### src/rtl/stage_bridge.sv
// Strobe-gated FIFO bridge between two pipeline stages. Pushes are free-running;
// pops happen only on a clk_en strobe while the downstream stage is not stalled.
module stage_bridge #(
    parameter int DATA_WIDTH = 32,
    parameter int DEPTH      = 4
) (
    input  logic                       clk,
    input  logic                       rst,
    input  logic                       clk_en,
    input  logic                       flush,
    input  logic                       in_valid,
    input  logic [DATA_WIDTH-1:0]      in_data,
    output logic                       in_ready,
    input  logic                       stall,
    output logic                       out_valid,
    output logic [DATA_WIDTH-1:0]      out_data,
    output logic [$clog2(DEPTH):0]     level,
    output logic                       overrun
);

    localparam int PW = $clog2(DEPTH);
    localparam int LW = PW + 1;
    localparam logic [LW-1:0] FULL = LW'(DEPTH);

    logic [DATA_WIDTH-1:0] mem [DEPTH];
    logic [PW-1:0]         head_q, tail_q;
    logic [LW-1:0]         level_q;
    logic                  overrun_q;
    logic                  push, pop;

    // Flow control looks only at registered occupancy, never at the strobe.
    assign in_ready  = (level_q < FULL);
    assign out_valid = (level_q != '0);
    assign out_data  = mem[head_q];
    assign level     = level_q;
    assign overrun   = overrun_q;

    assign push = in_valid & in_ready;
    assign pop  = clk_en & ~stall & out_valid;

    always_ff @(posedge clk) begin
        if (rst) begin
            head_q    <= '0;
            tail_q    <= '0;
            level_q   <= '0;
            overrun_q <= 1'b0;
        end else begin
            if (in_valid && !in_ready)
                overrun_q <= 1'b1;
            // Flush discards any push/pop in the same cycle but leaves overrun alone.
            if (flush) begin
                head_q  <= '0;
                tail_q  <= '0;
                level_q <= '0;
            end else begin
                if (push)
                    tail_q <= tail_q + PW'(1);
                if (pop)
                    head_q <= head_q + PW'(1);
                if (push && !pop)
                    level_q <= level_q + LW'(1);
                else if (pop && !push)
                    level_q <= level_q - LW'(1);
            end
        end
    end

    // Storage is deliberately left unreset; only the bookkeeping is cleared.
    always_ff @(posedge clk) begin
        if (!rst && !flush && push)
            mem[tail_q] <= in_data;
    end

endmodule

### config.mk
export PLATFORM = sky130hd
export DESIGN_NAME = stage_bridge
export DESIGN_NICKNAME = d
export VERILOG_FILES = /design/src/rtl/stage_bridge.sv
export SDC_FILE = /design/constraint.sdc
export NUM_CORES = 1
export LEC_CHECK = 0
export ABC_AREA = 1
export CORE_ASPECT_RATIO = 1.75
export CORE_MARGIN = 2
export CORE_UTILIZATION = 40
export DETAILED_ROUTE_END_ITERATION = 8
export SYNTH_ARGS = -nofsm -noshare
export SYNTH_HDL_FRONTEND = slang
export SYNTH_SLANG_ARGS = --single-unit
export TNS_END_PERCENT = 5
### constraint.sdc
create_clock -name clk -period 3.65 [get_ports clk]
set_input_delay 0.9125 -clock clk [delete_from_list [all_inputs] [get_ports clk]]
set_output_delay 0.9125 -clock clk [all_outputs]
set_load 0.02 [all_outputs]
[Yosys cells after proc, flatten, opt, wreduce, memory -nomap -nowiden]
Memory sizes are Yosys's and may differ from the RTL's. A register that Yosys moved wholly into a read port is not among the register bits.
Cells that the tools add are included.
Cells by class
  bitwise gates (word level): 4
  mux-type cells: 6
  add/sub/neg operators: 4
  reduce and logical (&&, ||, !) cells: 13
  $lt $le $gt $ge: 1
Operator list (count)
  2-to-1 mux 3 bit: 2
  logical AND 1 bit: 5
  zero test 1 bit: 5
  adder 2 x 1 -> 2 bit, second input constant: 2
  2-to-1 mux 2 bit: 2
  adder 3 x 1 -> 3 bit, second input constant: 1
  bitwise AND 1 bit: 3
  < comparator 3 bit, second input constant: 1
  nonzero test 3 bit: 1
  subtractor 3 x 1 -> 3 bit, second input constant: 1
  2-to-1 mux 1 bit: 2
  nonzero test 2 bit: 1
  OR reduction 2 bit: 1
  inverter 1 bit: 1
Word-level totals
  bits in writable memories: 128
  flip-flop bits (word level): 8
  bits of input ports: 38
  memories: 1
Memory list
  mem: depth 4, bits a word 32, rd ports 1, clocked after Yosys merged registers in 1, wr ports 1, line 25  | logic [DATA_WIDTH-1:0] mem [DEPTH];

[Depth between registers and ports, before layout]
Gate-level depths: netlist (run 1).
  depth after elaboration: 6
  depth in mapped cells: 12
  depth with buffers taken out: 12

[Least setup slack after synthesis (run 1)]
OpenSTA, ideal clock, no wires.
  path type: input to register
  from: in flush
  to: mem mem[0][0] (enable)
  path slack: 0.597 ns
  data required time: 3.229 ns
  buffers on the path: 0
  stages: 3
  data arrival time: 2.632 ns
  path through: nor2_1 nand2_1 nor2_1
Between the ends
  word-level cells in the longest chain between the ends: 5
RTL lines
  start: declaration: line 10  | input logic flush,
  zero test 1 bit: line 70  | if (!rst && !flush && push)
  logical AND 1 bit (2 in a row): line 70
  2-to-1 mux 1 bit: line 70
  2-to-1 mux 1 bit (not written as such): line 71  | mem[tail_q] <= in_data;
  end: declaration: line 25
No other way between the ends.

==> impl_metrics.json, run 1 <==
{
  "outcome": "complete, no violations",
  "grt_pass1_vias": 3365,
  "wirelength_um": 11000,
  "p_leak_nw": 2.29,
  "ys_seq_area_share_pct": 76.5,
  "crit_slowest_cell": "clkdlybuf4s50_1",
  "place_area_um2": 6200,
  "critPathKind": "reg -> out",
  "arrival_ns": 2.34,
  "rr_startpoint": "level[2]",
  "core_area_um2": 12900,
  "dp_cells": 614,
  "slew_violations": 0,
  "final_util_pct": 52.6,
  "ctsHoldBuffers": 0,
  "setup_viol": 0,
  "synth_ff_type": "edfxtp_1",
  "synth_edf_count": 128,
  "drc": 0,
  "final_nets": 506,
  "avgSynthCellArea_um2": 13.9,
  "peakVddDrop_v": 0.000349,
  "rows": 55,
  "fmax_mhz": 307,
  "cts_made_buffers": 17,
  "fill_cells": 1107,
  "gp_congestion": 0.760,
  "setup_ws_ns": 0.397,
  "dieArea_um2": 14200,
  "layout_common_cells": "edfxtp_1, clkdlybuf4s50_1, nor2_1",
  "path_clk_slew_ns": 0.06,
  "clock-root-buffer": "clkbuf_16",
  "start_util_pct": 40.8,
  "first_iter_violations": 234,
  "place_ws_ns": 0.566,
  "grt_use_total_pct": 16.1,
  "tightest_slew_ns": 0.612,
  "crit_fanout": 64,
  "cts.path.max_buffers": 2,
  "pwr_density_cell_nw_per_um2": 536,
  "final_common_cell": "edfxtp_1",
  "cp_slowest_stage_delay_ns": 0.68,
  "cts_tree": "built",
  "vias": 3231,
  "reg2reg_to": "mem[1][26]",
  "yosys_warnings": 0,
  "rr_worst_depth": 6,
  "htree_num_levels": 4,
  "antenna_found_initial": 0,
  "netlist_area_um2": 5280,
  "wl_met3_um": 516,
  "fin_area_um2": 6800,
  "min_path_type": "reg -> reg",
  "die_x_um": 90.9,
  "dr.pass1.iters": 4,
  "fin_crit_sh_pct": 89.1,
  "port-buffer-count": 75,
  "drive_gt1_share_pct": 9.47,
  "start_kind": "register",
  "wl_met1_um": 4080,
  "ys_ff_latch": 138,
  "grt_max_degree": 65,
  "cts.sinks": 138,
  "clock_latency_ns": 0.41,
  "ios": 76,
  "ys_types": 18,
  "endpoint": "out_data[0]",
  "drv_cap": 0,
  "wl_per_cell_um": 17.1,
  "synth_cells": 380,
  "overflow": 0,
  "end_kind": "output pin",
  "rsz0062_at_grt": "no",
  "ys_async_sr_fraction_pct": 0,
  "viasPerCell": 5.00,
  "die_y_um": 156,
  "path_cells": "inv_8 -> nor2_1 -> o22ai_1 -> clkdlybuf4s50_1",
  "grt_pass1_wl_um": 16900,
  "r2r_slack_ns": 1.78,
  "relSlewSlack_pct": 59.2,
  "dp_hpwl_um": 6710,
  "cp.required_ns": 2.74,
  "finClkSkew_ns": 0.0102,
  "final_cells": 646,
  "final_hold_viol_count": 0,
  "diodes": 0,
  "tns_ns": 0,
  "post-route-min-period_ns": 3.25,
  "area_delta_synth_final_pct": 28.7,
  "hold_start": "overrun",
  "highest_layer": "met4",
  "synth_fp_nets": 424,
  "wl_met2_um": 6250,
  "antenna_left": 0
}
cells by family (layout without fill, tap and decap cells):
| group | count (synthesis) | after routing | synth area share, % |
|---|---|---|---|
| compound gates | 107 | 107 | 10.9 |
| simple gates | 92 | 92 | 6.61 |
| flops | 138 | 138 | 76.5 |
| buf+inv | 37 | 132 | 4.40 |
| fa+ha+maj | 6 | 6 | 1.56 |
Yosys cell counts (5+ instances only):
cell type / count / area (µm²)
ha_1: 5 / 62.6
buf_2: 6 / 30.0
nor2_1: 74 / 278
o21ai_0: 39 / 195
edfxtp_1: 128 / 3840
o22ai_1: 32 / 200
a21oi_1: 8 / 40.0
nand2_1: 15 / 56.3
inv_1: 16 / 60.1
o21ai_1: 28 / 140
dfxtp_1: 10 / 200
buf_6: 9 / 101
how the worst min path moves through the flow:
stage,end,depth (start not counted)
after floorplan,register,2
after global placement,overrun,2
after detailed placement,overrun,2
after CTS,overrun,2
after global routing,overrun,2
final,overrun,2
area by class of cell:
class	count	area [µm²]	area share [%]
clock buffers	22	484	7.12
repair buffers	82	828	12.2
clock inverters	10	116	1.71
well taps	171	214	3.15
multi-input cells	205	1040	15.2
inverters	18	75.1	1.10
flip-flops and latches	138	4050	59.5
layer usage:
layer,up-vias,track usage [%]
li1,1563,-
met1,1576,15.7
met2,83,30.5
met3,9,5.02
met4,0,7.43
met5,-,0
metrics by stage:
stage / power [mW] / hold WS, ns
after floorplan: 1.88 / 0.465
after global placement: 1.99 / 0.458
after detailed placement: 1.99 / 0.460
after CTS: 3.68 / 0.477
after global routing: 3.75 / 0.529
final: 3.64 / 0.469
what timing repair did:
action / 4_1_cts / 5_1_grt
gates resized for setup: 0 / 1
setup buffers: 0 / 0
endpoints found under the setup margin: 0 / 2
registers in the layout, summed over array words and instances (netlist names), named ones only:
name     cells
head_q       2
level        3
mem        128
overrun      1
tail_q       2
critical path: cells and delay by family, from the launching register on:
family	cells	cell delay [ns]
flip-flops	1	0.49
AO/OA/AOI/OAI	1	0.31
AND/OR/NAND/NOR	1	0.07
buffers and inverters	2	1.04
power by group:
part | switching [mW] | leakage [nW] | total (mW) | internal (mW)
logic | 0.106 | 0.767 | 0.198 | 0.0921
clock network | 0.608 | 0.280 | 1.68 | 1.08
registers | 0.0114 | 1.24 | 1.76 | 1.75
total | 0.725 | 2.29 | 3.64 | 2.92
(Power assumes the default switching activity.)
==> run 2, diff against run 1 <==
- ABC_CLOCK_PERIOD_IN_PS: not set -> 3650
==> results of run 2 <==
Final layout, timing and power as in run 1 (identical DEF).
